===== src/rtl/mem_copy_pkg.sv =====
// Shared types and default widths for the block-copy memory initiator.
package mem_copy_pkg;

  localparam int ADDR_W_DEF = 32;
  localparam int DATA_W_DEF = 32;
  localparam int LEN_W_DEF  = 16;

  typedef enum logic [1:0] {
    IDLE = 2'd0,
    RD   = 2'd1,
    WR   = 2'd2,
    DONE = 2'd3
  } state_e;

endpackage


===== src/rtl/mem_copy_master.sv =====
// Word-by-word block copy initiator on the data-memory port.
// Alternates read/write cycles and accumulates a checksum of words read.
module mem_copy_master
  import mem_copy_pkg::*;
#(
  parameter int ADDR_W = ADDR_W_DEF,
  parameter int DATA_W = DATA_W_DEF,
  parameter int LEN_W  = LEN_W_DEF
) (
  input  logic              clk,
  input  logic              rst,
  input  logic              start,
  input  logic [ADDR_W-1:0] src_base,
  input  logic [ADDR_W-1:0] dst_base,
  input  logic [LEN_W-1:0]  len,
  output logic              busy,
  output logic              done,
  output logic [DATA_W-1:0] checksum,
  output logic              MemRead,
  output logic              MemWrite,
  output logic [ADDR_W-1:0] Address,
  output logic [DATA_W-1:0] WriteData,
  input  logic [DATA_W-1:0] ReadData
);

  state_e            state_q, state_d;
  logic [LEN_W-1:0]  idx_q, idx_d;
  logic [LEN_W-1:0]  len_q, len_d;
  logic [ADDR_W-1:0] src_q, src_d;
  logic [ADDR_W-1:0] dst_q, dst_d;
  logic [DATA_W-1:0] data_q, data_d;
  logic [DATA_W-1:0] csum_q, csum_d;

  always_ff @(posedge clk or posedge rst) begin
    if (rst) begin
      state_q <= IDLE;
      idx_q   <= '0;
      len_q   <= '0;
      src_q   <= '0;
      dst_q   <= '0;
      data_q  <= '0;
      csum_q  <= '0;
    end else begin
      state_q <= state_d;
      idx_q   <= idx_d;
      len_q   <= len_d;
      src_q   <= src_d;
      dst_q   <= dst_d;
      data_q  <= data_d;
      csum_q  <= csum_d;
    end
  end

  always_comb begin
    state_d = state_q;
    idx_d   = idx_q;
    len_d   = len_q;
    src_d   = src_q;
    dst_d   = dst_q;
    data_d  = data_q;
    csum_d  = csum_q;
    unique case (state_q)
      IDLE: begin
        if (start) begin
          csum_d = '0;
          if (len != '0) begin
            src_d   = src_base;
            dst_d   = dst_base;
            len_d   = len;
            idx_d   = '0;
            state_d = RD;
          end else begin
            state_d = DONE;
          end
        end
      end
      RD: begin
        data_d  = ReadData;
        csum_d  = csum_q + ReadData;
        state_d = WR;
      end
      WR: begin
        if (idx_q == len_q - LEN_W'(1)) begin
          state_d = DONE;
        end else begin
          idx_d   = idx_q + LEN_W'(1);
          state_d = RD;
        end
      end
      DONE: state_d = IDLE;
      default: state_d = IDLE;
    endcase
  end

  // Port outputs decode only registered state so they never follow inputs.
  always_comb begin
    MemRead   = 1'b0;
    MemWrite  = 1'b0;
    Address   = '0;
    WriteData = '0;
    unique case (1'b1)
      (state_q == RD): begin
        MemRead = 1'b1;
        Address = src_q + ADDR_W'(idx_q);
      end
      (state_q == WR): begin
        MemWrite  = 1'b1;
        Address   = dst_q + ADDR_W'(idx_q);
        WriteData = data_q;
      end
      default: ;
    endcase
  end

  assign busy     = (state_q != IDLE);
  assign done     = (state_q == DONE);
  assign checksum = csum_q;

endmodule


===== config.mk =====
export PLATFORM = sky130hd
export DESIGN_NAME = mem_copy_master
export DESIGN_NICKNAME = d
export VERILOG_FILES = /design/src/rtl/mem_copy_pkg.sv /design/src/rtl/mem_copy_master.sv
export SDC_FILE = /design/constraint.sdc
export NUM_CORES = 1
export LEC_CHECK = 0
export BUFFER_PORTS_ARGS = -buffer_cell sky130_fd_sc_hd__buf_2
export CAP_MARGIN = 10
export CORE_MARGIN = 5
export CORE_UTILIZATION = 35
export CTS_CLUSTER_DIAMETER = 150
export DETAILED_ROUTE_END_ITERATION = 16
export GPL_ROUTABILITY_DRIVEN = 0
export MAX_ROUTING_LAYER = met4
export SKIP_LAST_GASP = 1
export SYNTH_ARGS = -nofsm -noshare
export SYNTH_HDL_FRONTEND = slang
export SYNTH_SLANG_ARGS = --single-unit

===== constraint.sdc =====
create_clock -name clk -period 11.8 [get_ports clk]
set_input_delay 2.36 -clock clk [delete_from_list [all_inputs] [get_ports clk]]
set_output_delay 2.36 -clock clk [all_outputs]
set_load 0.02 [all_outputs]

==> flow_metrics.env, run 1 <==
export IMPL_synth_top_area_share_pct=39.4
export IMPL_io_buffers=214
export IMPL_core_area_um2=28900
export IMPL_holdBufCountCts=0
export IMPL_cts_tree="yes"
export IMPL_routed_via_density=5.31
export IMPL_clockRootBuffer="clkbuf_16"
export IMPL_worstSetupStartpointType="flop"
export IMPL_netlist_area_um2=10300
export IMPL_synth_seq_cells=162
export IMPL_ys_flop_type="dfrtp_1"
export IMPL_setup_viol=0
export IMPL_pin_count=215
export IMPL_grt_total_usage_pct=17.3
export IMPL_syn_to_final_growth_pct=20.1
export IMPL_die_h_um=181
export IMPL_critPathRequiredTime_ps=9440
export IMPL_grt_pass1_wl_um=45400
export IMPL_cts_num_sinks=162
export IMPL_cts_resized=0
export IMPL_ant_nets=0
export IMPL_rsz0062_at_grt="false"
export IMPL_yosysTopAreaCell="dfrtp_1"
export IMPL_yosysMostFrequentCell="dfrtp_1"
export IMPL_yosysSeqAreaShare_pct=39.4
export IMPL_async_flop_share_pct=100
export IMPL_grt_max_degree=93
export IMPL_dieArea_um2=32900
export IMPL_start_util_pct=35.6
export IMPL_fmax_mhz=131
export IMPL_worst_path_max_fanout=59
export IMPL_clkLatencyLatePin_ps=440
export IMPL_arrival_ps=5270
export IMPL_synth_area_leaders="dfrtp_1 39%, mux2_2 14%, ha_1 6.4%"
export IMPL_ir_worst_vdd_mv=0.108
export IMPL_numCtsBuffers=17
export IMPL_maxCapViolations=0
export IMPL_grt_overflow_total=0
export IMPL_synthCells=1021
export IMPL_syn_avg_cell_area_um2=10.1
export IMPL_crit_type="flop to output pin"
export IMPL_status="complete, no violations"
export IMPL_drc_errors=0
export IMPL_instances_no_fill=1620
export IMPL_hold_violations=0
export IMPL_synth_distinct_cells=72
export IMPL_place_inst=1584
export IMPL_clkTransAtPathRegs_ps=70
export IMPL_wire_per_inst_um=17.1
export IMPL_hp_class="flop to flop"
export IMPL_finClkSkew_ps=15.7
export IMPL_p_leak_nw=5.98
export IMPL_fin_crit_ps=7630
export IMPL_max_slew_margin_rel_pct=22.6
export IMPL_synth_edf_count=0
export IMPL_end_kind="output pin"
export IMPL_setup_tns_ps=0
export IMPL_dp_hpwl_um=20600
export IMPL_rows=62
export IMPL_fp_dieW_um=181
export IMPL_clockBufferDepth=2
export IMPL_layout_drive_gt1_share_pct=33.0
export IMPL_power_per_cell_area_nw_per_um2=155
export IMPL_finalMaxSlewViolations=0
export IMPL_nets=1389
export IMPL_min_period_over_period_pct=64.6
export IMPL_netlist_top_cells_count="162 x dfrtp_1, 131 x mux2_2, 67 x nand2_1"
export IMPL_vias=8606
export IMPL_antenna_found_initial=4
export IMPL_rrSetupSlack_ps=7260
export IMPL_drt_initial_drc_count=480
export IMPL_post_cts_buffers=0
export IMPL_wl_um=27800
export IMPL_htreeDepth=4
export IMPL_yosys_warnings=0
export IMPL_tightestPinTransition_ps=1150
export IMPL_grt_pass1_vias=8631
export IMPL_dr_pass1_iters=5
export IMPL_synth_nets=1191
## routing by layer
| layer | share of wire, % | GRT usage (%) |
|---|---|---|
| met1 | 44 | 21.9 |
| met2 | 49 | 27.8 |
| met3 | 5.6 | 4.18 |
| met4 | 1.5 | 4.80 |
| met5 | 0 | - |
## path summary, 6_finish.rpt
check | from | cells after the start | endpoint
max | state_q[0] | 13 | Address[27]
min | data_q[28] | 1 | data_q[28]
max reg2reg | state_q[0] | 10 | idx_q[0]
min reg2reg | data_q[28] | 1 | data_q[28]
max in group asynchronous | rst | 3 | idx_q[8]
min in group asynchronous | rst | 2 | src_q[21]
## cell families after synthesis
| group | after synthesis | synth area share [%] |
|---|---|---|
| AOI/OAI and AO/OA | 241 | 15.8 |
| xor gates and xnor gates | 47 | 4.00 |
| adders and majority gates | 55 | 6.84 |
| buffers and inverters | 68 | 2.60 |
| DFF | 162 | 39.4 |
| muxes | 148 | 16.0 |
| and+or+nand+nor | 300 | 15.3 |
## state kept, by name (all words and copies together), names as in the netlist
register / cells
idx_q: 16
src_q: 32
len_q: 16
data_q: 32
state_q: 2
checksum: 32
dst_q: 32
## layout by cell type (no fill, tap or decap), types with 22 or more instances in the layout
cell type,n
and2_1,37
a21oi_1,45
nor2_1,50
nand2_1,67
xnor2_1,25
mux2_2,131
xor2_1,22
a21o_1,28
dfrtp_1,162
buf_2,214
nor3_1,34
ha_1,51
o21ai_0,58
inv_1,25
## power by group
| part | switching, mW | internal [mW] | total (mW) |
|---|---|---|---|
| sequential | 0.0549 | 0.617 | 0.672 |
| clock | 0.263 | 0.302 | 0.565 |
| combinational | 0.401 | 0.274 | 0.675 |
| total | 0.719 | 1.19 | 1.91 |
## final cells by class
type	count	area (um2)
fillers	2863	16500
multi-input cells	791	6000
flip-flops and latches	162	4050
repair buffers	220	1120
well taps	384	480
clock buffers	17	425
clock inverters	15	160
inverters	27	106
diodes	4	10.0
## critical path, stage by stage, from the launching register on
cell       delay [ps]
dfrtp_1           420
inv_1             140
ha_4              350
buf_4             660
mux2_2            420
ha_1              330
a2111oi_0         370
o21a_1            240
o311a_1           240
nor3_1            120
nor3_1            940
nor3_1            140
nor3_1            200
buf_2             210
## through the flow
step / area, um2 / power [mW] / util (%) / setup slack, ps / hold slack (ps)
after floorplan: 10300 / 1.16 / - / 4080 / 472
after global placement: 11800 / 1.35 / 40.8 / 4760 / 481
after detailed placement: 11800 / 1.35 / 40.8 / 4650 / 487
after CTS: 12300 / 1.93 / 42.8 / 4160 / 503
after global routing: 12400 / 2.05 / 42.8 / 3720 / 510
final: 12400 / 1.91 / 42.8 / 4170 / 499
(Power assumes the default switching activity.)
==> inputs of run 2 (changes only) <==
Clock period 11.8 ns to 6.85 ns, I/O delays scaled along.
==> flow_metrics.env, run 2 (synthesis gave the netlist of run 1 again) <==
export IMPL_htreeDepth=4
export IMPL_vias=8538
export IMPL_drc_errors=0
export IMPL_cp_common_cell="nor3_1"
export IMPL_dr_pass1_iters=5
export IMPL_crit_chain="inv_1 -> ha_4 -> mux2_2 -> ha_1 -> a2111oi_0 -> o21a_1 -> o311a_1 -> nor3_1 -> nor3_1 -> nor3_1 -> nor3_1 -> buf_2"
export IMPL_rows=62
export IMPL_core_area_um2=28900
export IMPL_wl_um=28200
export IMPL_pin_count=215
export IMPL_wire_per_inst_um=17.5
export IMPL_p_sw_mw=1.19
export IMPL_fp_dieW_um=181
export IMPL_min_period_over_period_pct=90.7
export IMPL_most_common_layout_cells="214 x buf_2, 162 x dfrtp_1, 131 x mux2_2, 67 x nand2_1, 58 x o21ai_0"
export IMPL_drt_initial_drc_count=453
export IMPL_fin_crit_ps=6220
export IMPL_antenna_found_initial=4
export IMPL_layout_drive_gt1_share_pct=32.7
export IMPL_dp_hpwl_um=20800
export IMPL_nets=1389
export IMPL_pwr_share_comb_pct=34.5
export IMPL_slowest_delay_ps=970
export IMPL_holdBufCountCts=0
export IMPL_clockBufferDepth=2
export IMPL_seqPwrFrac_pct=34.3
export IMPL_start_util_pct=35.6
export IMPL_post_cts_buffers=0
export IMPL_ir_worst_vdd_mv=0.171
export IMPL_grt_max_degree=96
export IMPL_cp_slowest_cell="nor3_1"
export IMPL_worst_path_max_fanout=51
export IMPL_max_slew_margin_rel_pct=20.2
export IMPL_grt_pass1_vias=8728
export IMPL_fmax_mhz=161
export IMPL_p_leak_nw=5.99
export IMPL_hold_violations=0
export IMPL_critPathRequiredTime_ps=5480
export IMPL_grt_overflow_total=0
export IMPL_setup_viol=0
export IMPL_clockPowerShare_pct=31.2
export IMPL_switching_share_pct=35.3
export IMPL_rsz0062_at_grt="false"
export IMPL_finClkSkew_ps=9.59
export IMPL_io_buffers=214
export IMPL_cts_tree="yes"
export IMPL_routed_via_density=5.28
export IMPL_place_area_um2=11800
export IMPL_die_h_um=181
export IMPL_cts_resized=0
export IMPL_numCtsBuffers=17
export IMPL_internal_power_mw=2.19
export IMPL_maxCapViolations=0
export IMPL_grt_total_usage_pct=17.7
export IMPL_setup_tns_ps=0
export IMPL_crit_type="flop to output pin"
export IMPL_final_common_cell="buf_2"
export IMPL_cts_num_sinks=162
export IMPL_clkLatencyLatePin_ps=430
export IMPL_power_per_cell_area_nw_per_um2=272
export IMPL_final_cell_area_um2=12400
export IMPL_ant_nets=0
export IMPL_clkTransAtPathRegs_ps=70
export IMPL_end_kind="output pin"
export IMPL_worstSetupStartpointType="flop"
export IMPL_grt_pass1_wl_um=46000
export IMPL_arrival_ps=4850
export IMPL_status="complete, no violations"
export IMPL_hp_class="flop to flop"
export IMPL_finalMaxSlewViolations=0
export IMPL_clockRootBuffer="clkbuf_16"
export IMPL_dieArea_um2=32900
export IMPL_syn_to_final_growth_pct=20.5
export IMPL_tightestPinTransition_ps=1190
run 2: changes by cell type in the layout (fill, tap and decap cells not counted):
cell,previous run,this run
bufinv_16,1,5
clkbuf_1,0,1
clkbuf_8,0,1
clkinv_2,0,2
inv_6,9,2
inv_8,4,0
run 2: area by class of cell:
class	count	area, um2
clock inverter	10	184
sequential	162	4050
antenna	4	10.0
timing repair buffer	220	1120
tap	384	480
clock buffer	19	443
inverter	27	106
fill	2836	16500
multi-input combinational	791	6000
run 2: power groups by stage:
stage	logic, mW	registers [mW]	clock network [mW]
after global routing	1.30	1.17	1.12
after detailed placement	1.16	1.18	0
after global placement	1.15	1.17	0
after floorplan	0.717	1.28	0
after CTS	1.17	1.16	1.08
final	1.16	1.16	1.05
run 2: metal layers:
metal / wire length, um / track usage [%] / vias up / share of wire, %
met3: 1410 / 4.40 / 34 / 5.0
met2: 13500 / 28.3 / 201 / 48
met4: 528 / 5.28 / 0 / 1.9
met5: 0 / - / - / 0
met1: 12800 / 22.2 / 4134 / 45
li1: - / - / 4169 / -
run 2: through the flow:
stage               total power, mW  worst slack [ps]  utilization [%]  std cells  hold slack, ps
global route                   3.59               227             43.0       1617             517
detailed placement             2.33              1150             40.8       1584             488
finish                         3.38               634             43.0       1617             500
floorplan                      1.99               123                -       1021             472
global placement               2.32              1200             40.8       1584             480
CTS                            3.41               625             42.9       1613             503
run 2: worst max-delay path, delay by kind of cell (launching register included):
kind,cells,cell delay (ps)
AOI/OAI and AO/OA,3,840
adders and majority gates,2,940
buffers and inverters,2,340
DFF,1,410
muxes,1,410
and+or+nand+nor,4,1450
run 2: final timing paths:
path	from	cells past startpoint	to	slack [ps]
max reg2reg	state_q[0]	10	idx_q[0]	2440
min in group asynchronous	rst	2	src_q[17]	1100
min	data_q[2]	1	data_q[2]	500
max	state_q[0]	12	Address[27]	630
max in group asynchronous	rst	3	src_q[10]	4230
min reg2reg	data_q[2]	1	data_q[2]	500
